$ cat src/rtl/imuldiv_div_resp_sel_pkg.sv
// ============================================================================
// Module   : imuldiv_DivRespSelPkg
// Brief    : Shared constants and helpers for the divider response selector.
// Revision : 1.0  initial release
// ============================================================================
`default_nettype none

package imuldiv_DivRespSelPkg;

    localparam logic SEL_QUOT = 1'b0;
    localparam logic SEL_REM  = 1'b1;

    localparam int RESULT_W = 64;
    localparam int DATA_W   = 32;
    localparam int QUOT_LSB = 0;
    localparam int QUOT_MSB = 31;
    localparam int REM_LSB  = 32;
    localparam int REM_MSB  = 63;

    // FIFO entries are packed as {sel, tag}: sel sits just above the tag bits.
    function automatic int entry_w(input int tag_w);
        return tag_w + 1;
    endfunction

    function automatic int entry_sel_idx(input int tag_w);
        return tag_w;
    endfunction

    function automatic logic [DATA_W-1:0] sel_result(input logic sel,
                                                     input logic [RESULT_W-1:0] result);
        logic [DATA_W-1:0] data;
        data = result[QUOT_MSB:QUOT_LSB];
        case (sel)
            SEL_QUOT: data = result[QUOT_MSB:QUOT_LSB];
            SEL_REM:  data = result[REM_MSB:REM_LSB];
        endcase
        return data;
    endfunction

endpackage

`default_nettype wire

$ cat src/rtl/imuldiv_div_tag_fifo.sv
// ============================================================================
// Module   : imuldiv_div_tag_fifo
// Brief    : In-order tag FIFO; pushes while full are dropped, no bypass.
// Revision : 1.0  initial release
// ============================================================================
`default_nettype none

module imuldiv_div_tag_fifo #(
    parameter int DEPTH = 2,
    parameter int W     = 6
) (
    input  logic         clk,
    input  logic         reset,
    input  logic         push,
    input  logic         pop,
    input  logic [W-1:0] din,
    output logic         full,
    output logic         empty,
    output logic [W-1:0] head
);

    // DEPTH must be a power of two >= 2 so the pointers wrap for free.
    localparam int PTR_W = $clog2(DEPTH);
    localparam int CNT_W = PTR_W + 1;

    logic [W-1:0]     mem_q [DEPTH];
    logic [PTR_W-1:0] wr_ptr_q, wr_ptr_d;
    logic [PTR_W-1:0] rd_ptr_q, rd_ptr_d;
    logic [CNT_W-1:0] count_q, count_d;
    logic             push_ok;
    logic             pop_ok;

    always_comb begin
        full     = (count_q == CNT_W'(DEPTH));
        empty    = (count_q == '0);
        push_ok  = push & ~full;
        pop_ok   = pop & ~empty;
        wr_ptr_d = push_ok ? wr_ptr_q + PTR_W'(1) : wr_ptr_q;
        rd_ptr_d = pop_ok  ? rd_ptr_q + PTR_W'(1) : rd_ptr_q;
        count_d  = count_q;
        case ({push_ok, pop_ok})
            2'b10:   count_d = count_q + CNT_W'(1);
            2'b01:   count_d = count_q - CNT_W'(1);
            default: count_d = count_q;
        endcase
    end

    always_ff @(posedge clk) begin
        if (!reset) begin
            wr_ptr_q <= '0;
            rd_ptr_q <= '0;
            count_q  <= '0;
        end else begin
            wr_ptr_q <= wr_ptr_d;
            rd_ptr_q <= rd_ptr_d;
            count_q  <= count_d;
        end
    end

    // Storage needs no reset; occupancy is tracked solely by count_q.
    always_ff @(posedge clk) begin
        if (push_ok) begin
            mem_q[wr_ptr_q] <= din;
        end
    end

    assign head = mem_q[rd_ptr_q];

endmodule

`default_nettype wire

$ cat src/rtl/imuldiv_div_resp_sel.sv
// ============================================================================
// Module   : imuldiv_div_resp_sel
// Brief    : Selects quotient/remainder from divider responses and registers
//            one tagged writeback per response; gates request issue.
//            Optional macro IMULDIV_DIV_RESP_SEL_COUNT_EN adds resp_count.
// Revision : 1.0  initial release
// ============================================================================
`default_nettype none

module imuldiv_div_resp_sel
    import imuldiv_DivRespSelPkg::*;
#(
    parameter int DEPTH = 2,
    parameter int TAG_W = 5
) (
    input  logic             clk,
    input  logic             reset,
    input  logic             req_fire,
    input  logic             req_sel,
    input  logic [TAG_W-1:0] req_tag,
    output logic             req_gate,
    input  logic [63:0]      divresp_msg_result,
    input  logic             divresp_val,
    output logic             divresp_rdy,
    output logic [31:0]      wb_msg_data,
    output logic [TAG_W-1:0] wb_msg_tag,
    output logic             wb_val,
    input  logic             wb_rdy
`ifdef IMULDIV_DIV_RESP_SEL_COUNT_EN
    ,
    output logic [31:0]      resp_count
`endif
);

    localparam int ENTRY_W = entry_w(TAG_W);
    localparam int SEL_IDX = entry_sel_idx(TAG_W);

    logic               fifo_full;
    logic               fifo_empty;
    logic [ENTRY_W-1:0] fifo_head;
    logic               out_free;
    logic               resp_fire;

    logic               wb_val_q,  wb_val_d;
    logic [31:0]        wb_data_q, wb_data_d;
    logic [TAG_W-1:0]   wb_tag_q,  wb_tag_d;

    imuldiv_div_tag_fifo #(
        .DEPTH (DEPTH),
        .W     (ENTRY_W)
    ) u_tag_fifo (
        .clk   (clk),
        .reset (reset),
        .push  (req_fire),
        .pop   (resp_fire),
        .din   ({req_sel, req_tag}),
        .full  (fifo_full),
        .empty (fifo_empty),
        .head  (fifo_head)
    );

    assign req_gate    = ~fifo_full;
    assign out_free    = ~wb_val_q | wb_rdy;
    assign divresp_rdy = ~fifo_empty & out_free;
    assign resp_fire   = divresp_val & divresp_rdy;

    always_comb begin
        wb_val_d  = wb_val_q;
        wb_data_d = wb_data_q;
        wb_tag_d  = wb_tag_q;
        if (resp_fire) begin
            wb_val_d  = 1'b1;
            wb_data_d = sel_result(fifo_head[SEL_IDX], divresp_msg_result);
            wb_tag_d  = fifo_head[TAG_W-1:0];
        end else if (wb_rdy) begin
            // Drained with nothing to replace it; payload deliberately held.
            wb_val_d  = 1'b0;
        end
    end

    always_ff @(posedge clk) begin
        if (!reset) begin
            wb_val_q  <= 1'b0;
            wb_data_q <= '0;
            wb_tag_q  <= '0;
        end else begin
            wb_val_q  <= wb_val_d;
            wb_data_q <= wb_data_d;
            wb_tag_q  <= wb_tag_d;
        end
    end

    assign wb_val      = wb_val_q;
    assign wb_msg_data = wb_data_q;
    assign wb_msg_tag  = wb_tag_q;

`ifdef IMULDIV_DIV_RESP_SEL_COUNT_EN
    logic [31:0] resp_count_q, resp_count_d;

    assign resp_count_d = (wb_val_q & wb_rdy) ? resp_count_q + 32'd1 : resp_count_q;

    always_ff @(posedge clk) begin
        if (!reset) begin
            resp_count_q <= '0;
        end else begin
            resp_count_q <= resp_count_d;
        end
    end

    assign resp_count = resp_count_q;
`endif

endmodule

`default_nettype wire

$ cat config.mk
export PLATFORM = sky130hd
export DESIGN_NAME = imuldiv_div_resp_sel
export DESIGN_NICKNAME = d
export VERILOG_FILES = /design/src/rtl/imuldiv_div_resp_sel_pkg.sv /design/src/rtl/imuldiv_div_tag_fifo.sv /design/src/rtl/imuldiv_div_resp_sel.sv
export SDC_FILE = /design/constraint.sdc
export NUM_CORES = 1
export LEC_CHECK = 0
export ABC_AREA = 1
export CELL_PAD_IN_SITES_DETAIL_PLACEMENT = 1
export CELL_PAD_IN_SITES_GLOBAL_PLACEMENT = 1
export CORE_UTILIZATION = 27
export CTS_BUF_LIST = sky130_fd_sc_hd__clkbuf_8
export CTS_CLUSTER_SIZE = 25
export DETAILED_ROUTE_END_ITERATION = 10
export GPL_ROUTABILITY_DRIVEN = 0
export PLACE_DENSITY_LB_ADDON = 0.1
export SETUP_SLACK_MARGIN = 0.4
export SYNTH_ARGS = -nofsm -noshare
export SYNTH_HDL_FRONTEND = slang
export SYNTH_SLANG_ARGS = --single-unit
$ cat constraint.sdc
create_clock -name clk -period 1.5 [get_ports clk]
set_input_delay 0.3 -clock clk [delete_from_list [all_inputs] [get_ports clk]]
set_output_delay 0.3 -clock clk [all_outputs]
set_load 0.005 [all_outputs]
==> impl_metrics.toml, run 1 <==
[run_status]
outcome = "finished, final reports clean"

[detailed_routing]
wire_per_inst_um = 12.84
vias_per_cell = 4.239
drt_iter0_markers = 43
firstDrtPassIters = 4
num_vias = 2963
drc = 0
drt_wl_total_um = 8973
antenna_left = 0

[cts]
cts_made_buffers = 5
root_buffer = "clkbuf_8"
cts.sinks = 55
cts_buffer_depth = 2
h-tree-depth = 2
cts_hold_buffers = 0
clock_latency_ns = 0.31
clk_pin_slew_ns = 0.11
cts_tree = "yes"

[sta]
hold_violations = 0
fin_skew_ns = 0.005640
rsz0062_at_grt = "yes"
max_freq_mhz = 758.4
maxSlewViolCount = 0
slew_headroom = 0.8408
fin_crit_sh = 0.8790
worstMarginPinSlew_ns = 0.2382
layout_min_cycle_time_ns = 1.319
timing.setup.tns_ns = 0
setup_slack_ns = 0.1814
setup_violations = 0

[synth]
yosysMostFrequentCell = "nand2_1"
ys_async_sr_fraction = 0
synthesis.area_mm2 = 0.002803
yosysWarnings = 0
synth_edf_count = 12
synth_cell_types = 23
synth-seq-cells = 55
synthTopCellsByArea = "dfxtp_1 (31%), nand2_1 (17%), nor2_1 (13%)"
syn_avg_cell_area_um2 = 6.428
yosys-top-cells-count = "nand2_1 (130), nor2_1 (99), inv_1 (74)"
ys_seq_area_frac = 0.4357
synth_nets = 512
syn-instance-count = 436
yosysTopAreaCell = "dfxtp_1"
ys.flop_type = "dfxtp_1"
synth_top_area_frac = 0.3071

[floorplanning]
dieArea_mm2 = 0.01079
rows = 36
fp.dieH_um = 103.9
io_pins = 115
core_mm2 = 0.009910
start_util = 0.2828
fp.dieW_um = 103.9

[setup_path]
end_kind = "register"
cp-start-kind = "register"
r2r-start = "u_tag_fifo.count_q[1]"
slowest_delay_ns = 0.38
crit_arrival_ns = 1.53
cp_max_fo = 4
crit_chain = "inv_2, nand2_4, nand2_4, nor2_4, ha_4, or2_4, a31oi_1, nor2_1"
required_ns = 1.71
startpoint = "u_tag_fifo.count_q[1]"
critPathKind = "register to register"
path_delay_family = "simple AND/OR/NAND/NOR gates"
worst-path-buf-inv = 1
cpMostUsedCell = "nand2_4"
cpMaxStageDelayCell = "dfxtp_4"

[pwr]
power_frac_clock = 0.165
p_total_w = 0.005494
switchingPower_w = 0.002033
leakagePower_nw = 2.200
ir_worst_vdd_v = 0.0005374
internal_power_w = 0.003462
sw_frac_of_total = 0.3699
p_comb_frac = 0.462
p_per_area_mw_per_mm2 = 1245
p_seq_frac = 0.373

[placement]
dp_hpwl_um = 6465
pre_cts_ws_ns = -0.3401
io_buffers = 114

[grt]
grt_pass1_wl_um = 14620
track_usage = 0.1668
gr-total-overflow = 0
first_global_vias = 3004
grt_max_degree = 28
antenna_found_initial = 0

[cells_and_area]
syn_to_final_growth_pct = 57.50
antenna_cells = 0
layout.nets = 641
drive_gt1_frac = 0.2544
fillCellCount = 1289

[min_path]
hold_path_class = "register to register"
hold_path_startpoint = "wb_msg_tag[1]"

[run]
maxCapViolCount = 0
-- power by group through the flow --
stage               clock, W  sequential [W]  combinational (W)
floorplan                  0         0.00202            0.00127
global placement           0         0.00202            0.00233
detailed placement         0         0.00203            0.00241
CTS                 0.000968         0.00204            0.00234
global route         0.00101         0.00210            0.00284
finish              0.000905         0.00205            0.00254
-- what timing repair did --
item,in CTS,in global routing
setup endpoints to repair,95,76
resized for setup,210,31
endpoints found under the hold margin,0,0
pin swaps,8,1
gates cloned,0,2
setup buffers,6,4
-- sequential cells by signal, summed over array words and instances (netlist names), named ones only --
signal and count:
u_tag_fifo.wr_ptr_q 1, wb_msg_tag 5, u_tag_fifo.rd_ptr_q 1, wb_msg_data 32, wb_val 1, u_tag_fifo.mem_q 12, u_tag_fifo.count_q 2
-- layer usage --
layer	vias to the layer above	wire length [µm]	track usage
li1	1533	-	-
met1	1362	4024	0.2015
met2	63	4553	0.3081
met3	5	332	0.02882
met4	0	62	0.03367
met5	-	0	0
-- kinds of logic (layout without fill, tap and decap cells) --
kind of cell / after synthesis / count (layout) / synth area share
adder cells (fa/ha/maj): 1 / 1 / 0.004464
flip-flops: 55 / 55 / 0.4357
AO/OA/AOI/OAI: 13 / 13 / 0.02500
buffers and inverters: 98 / 228 / 0.1504
AND/OR/NAND/NOR: 269 / 269 / 0.3844
-- metrics by stage --
step                      hold WS, ns  utilization  area, µm²  cells
after detailed placement       0.4615       0.4215       4177    679
after global routing           0.4970       0.4455       4414    699
after CTS                      0.4274       0.4261       4223    693
final                          0.4693       0.4455       4414    699
after floorplan                0.3989            -       2836    436
after global placement         0.4524       0.4215       4177    679
-- placed cells by master (no fill, tap or decap), types with 2 or more instances in the layout --
| master | instances |
|---|---|
| dlygate4sd2_1 | 2 |
| nand2_4 | 5 |
| o21ai_2 | 2 |
| nor2_1 | 96 |
| dfxtp_1 | 2 |
| inv_1 | 69 |
| clkbuf_2 | 2 |
| inv_8 | 2 |
| buf_2 | 26 |
| edfxtp_1 | 12 |
| clkbuf_8 | 5 |
| nor2_4 | 3 |
| clkdlybuf4s50_1 | 71 |
| a21oi_1 | 8 |
| buf_6 | 19 |
| nand2_1 | 127 |
| dfxtp_2 | 40 |
| a21oi_2 | 2 |
| nand3_1 | 32 |
| inv_2 | 5 |
| buf_12 | 4 |
| buf_4 | 18 |
-- area by class of cell --
| class | instances | area (µm²) | area share |
|---|---|---|---|
| Clock buffer | 5 | 68.82 | 0.01559 |
| Clock inverter | 3 | 31.28 | 0.007086 |
| Inverter | 76 | 289.0 | 0.06548 |
| Multi-Input combinational cell | 283 | 1249 | 0.2829 |
| Sequential cell | 55 | 1275 | 0.2888 |
| Tap cell | 133 | 166.4 | 0.03770 |
| Timing Repair Buffer | 144 | 1335 | 0.3024 |
-- final timing paths --
| check | endpoint | slack, ns | depth (start not counted) |
|---|---|---|---|
| setup / recovery | u_tag_fifo.count_q[1] | 0.18 | 8 |
| hold / removal | wb_msg_tag[1] | 0.47 | 2 |
| setup reg to reg | u_tag_fifo.count_q[1] | 0.18 | 8 |
| hold reg to reg | wb_msg_tag[1] | 0.47 | 2 |
-- worst min-delay path, cell delays in order (launching register included) --
cell	delay (ns)
dfxtp_2	0.33
nand2_1	0.05
a21oi_1	0.05
(Power assumes the default switching activity.)
==> run 2, diff against run 1 <==
--- a/config.mk
+++ b/config.mk
@@ -15,6 +15,7 @@
 export GPL_ROUTABILITY_DRIVEN = 0
 export PLACE_DENSITY_LB_ADDON = 0.1
 export SETUP_SLACK_MARGIN = 0.4
+export SKIP_LAST_GASP = 1
 export SYNTH_ARGS = -nofsm -noshare
 export SYNTH_HDL_FRONTEND = slang
 export SYNTH_SLANG_ARGS = --single-unit
==> constraint.sdc (replaced) <==
create_clock -name clk -period 1.1 [get_ports clk]
set_input_delay 0.22 -clock clk [delete_from_list [all_inputs] [get_ports clk]]
set_output_delay 0.22 -clock clk [all_outputs]
set_load 0.005 [all_outputs]
==> run 2 against run 1 <==
Net effect: the run now ends with setup timing left; worst setup slack lost 0.40 ns; first-iteration DRC count shrank 9.3%; die area is the same; count of clock-buffer cells in the layout is the same; maximum frequency shrank 0.35%; critical endpoint unchanged; largest cell class unchanged.
==> impl_metrics.toml, run 2 (synthesis gave the netlist of run 1 again) <==
[sta]
setup_slack_ns = -0.2233
layout_min_cycle_time_ns = 1.323
max_freq_mhz = 755.7
setup_violations = 56
hold_violations = 0
slew_headroom = 0.8306
timing.setup.tns_ns = -8.087
fin_skew_ns = 0.01077
maxSlewViolCount = 0
worstMarginPinSlew_ns = 0.2542
rsz0062_at_grt = "yes"
fin_crit_sh = 1.203

[pwr]
p_per_area_mw_per_mm2 = 1700
p_comb_frac = 0.491
p_seq_frac = 0.355
leakagePower_nw = 2.272
power_frac_clock = 0.154
sw_frac_of_total = 0.3681
internal_power_w = 0.004983
ir_worst_vdd_v = 0.0007257
switchingPower_w = 0.002903

[cts]
clk_pin_slew_ns = 0.11
root_buffer = "clkbuf_8"
cts_hold_buffers = 0
cts_made_buffers = 5
cts_buffer_depth = 2
cts_tree = "yes"
clock_latency_ns = 0.32
h-tree-depth = 2
cts.sinks = 55

[floorplanning]
dieArea_mm2 = 0.01079
core_mm2 = 0.009910
io_pins = 115
fp.dieH_um = 103.9
rows = 36
start_util = 0.2828
fp.dieW_um = 103.9

[min_path]
worst_hold_path.endpoint = "wb_val"
hold_path_startpoint = "wb_rdy"
hold_depth = 5
hold_path_class = "input port to register"

[placement]
dp_hpwl_um = 6566
pre_cts_ws_ns = -0.6310
io_buffers = 114
dp.cells = 691

[run_status]
outcome = "finished, violations left"
failed_checks = "setup timing"

[cells_and_area]
layout.nets = 652
final_cells = 710
final_common_cell = "nand2_1"
antenna_cells = 0
most-common-layout-cells = "nand2_1 (116), nor2_1 (91), clkdlybuf4s50_1 (73)"
fillCellCount = 1252
syn_to_final_growth_pct = 65.54
drive_gt1_frac = 0.2964
largest_register_ffs = 32

[setup_path]
crit_arrival_ns = 1.53
cp-start-kind = "register"
reg2reg_depth = 8
cp_max_fo = 3
required_ns = 1.31
end_kind = "register"
r2r_slack_ns = -0.22
r2r-end = "u_tag_fifo.count_q[1]"
r2r-start = "u_tag_fifo.count_q[0]"
critPathKind = "register to register"

[grt]
grt_max_degree = 28
gr-total-overflow = 0
track_usage = 0.1698
first_global_vias = 3068
grt_pass1_wl_um = 14780
antenna_found_initial = 0

[detailed_routing]
drc = 0
antenna_left = 0
firstDrtPassIters = 5
drt_iter0_markers = 39
wire_per_inst_um = 13.00
vias_per_cell = 4.307
drt_wl_total_um = 9228
num_vias = 3058

[run]
maxCapViolCount = 0
run 2: cell count changes in the layout (fill, tap and decap cells not counted), sizes merged:
cell           before  now
dlymetal6s2s        1    0
clkbuf              8    6
clkdlybuf4s50      71   73
clkdlybuf4s15       0    1
dlygate4sd2         2    1
buf                67   79
run 2: power by group through the flow:
stage | Clock [W] | Combinational (W) | Sequential, W
floorplan | 0 | 0.00185 | 0.00276
global placement | 0 | 0.00340 | 0.00274
detailed placement | 0 | 0.00351 | 0.00276
CTS | 0.00130 | 0.00360 | 0.00279
global route | 0.00138 | 0.00431 | 0.00285
finish | 0.00122 | 0.00387 | 0.00280
run 2: repair_timing:
item                                    4_1_cts  5_1_grt
resized for setup                           220       41
endpoints found under the setup margin       95       95
gates cloned                                  3        1
setup buffers                                 5        2
pin swaps                                     8       19
run 2: how the worst max path moves through the flow:
stage                           from               endpoint  slack, ns  cells after the start
2_1_floorplan  u_tag_fifo.count_q[0]  u_tag_fifo.count_q[1]      -0.26                      9
3_3_place_gp                  wb_rdy            divresp_rdy      -0.61                      6
3_5_place_dp                  wb_rdy  u_tag_fifo.count_q[1]      -0.63                     10
4_1_cts        u_tag_fifo.count_q[0]  u_tag_fifo.count_q[1]      -0.24                      8
5_1_grt        u_tag_fifo.count_q[0]        wb_msg_data[10]      -0.26                      9
6_report       u_tag_fifo.count_q[0]  u_tag_fifo.count_q[1]      -0.22                      8
run 2: area by class of cell:
cell class,count,area [µm²],share of cell area
Clock buffer,5,68.82,0.01483
Tap cell,133,166.4,0.03587
Multi-Input combinational cell,283,1323,0.2851
Clock inverter,3,26.28,0.005663
Sequential cell,55,1271,0.2740
Timing Repair Buffer,155,1493,0.3217
Inverter,76,291.5,0.06284
run 2: worst max-delay path: stages, from the launching register on:
cell and delay, ns:
dfxtp_2 0.34, inv_2 0.07, nand2_4 0.06, nand2_4 0.08, nor2_4 0.05, ha_4 0.15
or2_4 0.22, a31oi_1 0.18, nor2_1 0.06
run 2: metrics by stage:
| stage | utilization | hold WS, ns | total power, W | cell area, µm² |
|---|---|---|---|---|
| 4_1_cts | 0.4485 | 0.4651 | 0.007698 | 4444 |
| 5_1_grt | 0.4682 | 0.4566 | 0.008543 | 4639 |
| 3_3_place_gp | 0.4340 | 0.4547 | 0.006142 | 4300 |
| 6_report | 0.4682 | 0.4512 | 0.007886 | 4639 |
| 2_1_floorplan | - | 0.3189 | 0.004618 | 2903 |
| 3_5_place_dp | 0.4340 | 0.4625 | 0.006267 | 4300 |
run 2: per-layer routing:
layer,wire length (µm),up-vias,GRT usage
met5,0,-,0
met4,51,0,0.03367
met3,372,4,0.03070
met2,4763,69,0.3110
met1,4040,1424,0.2065
li1,-,1561,-
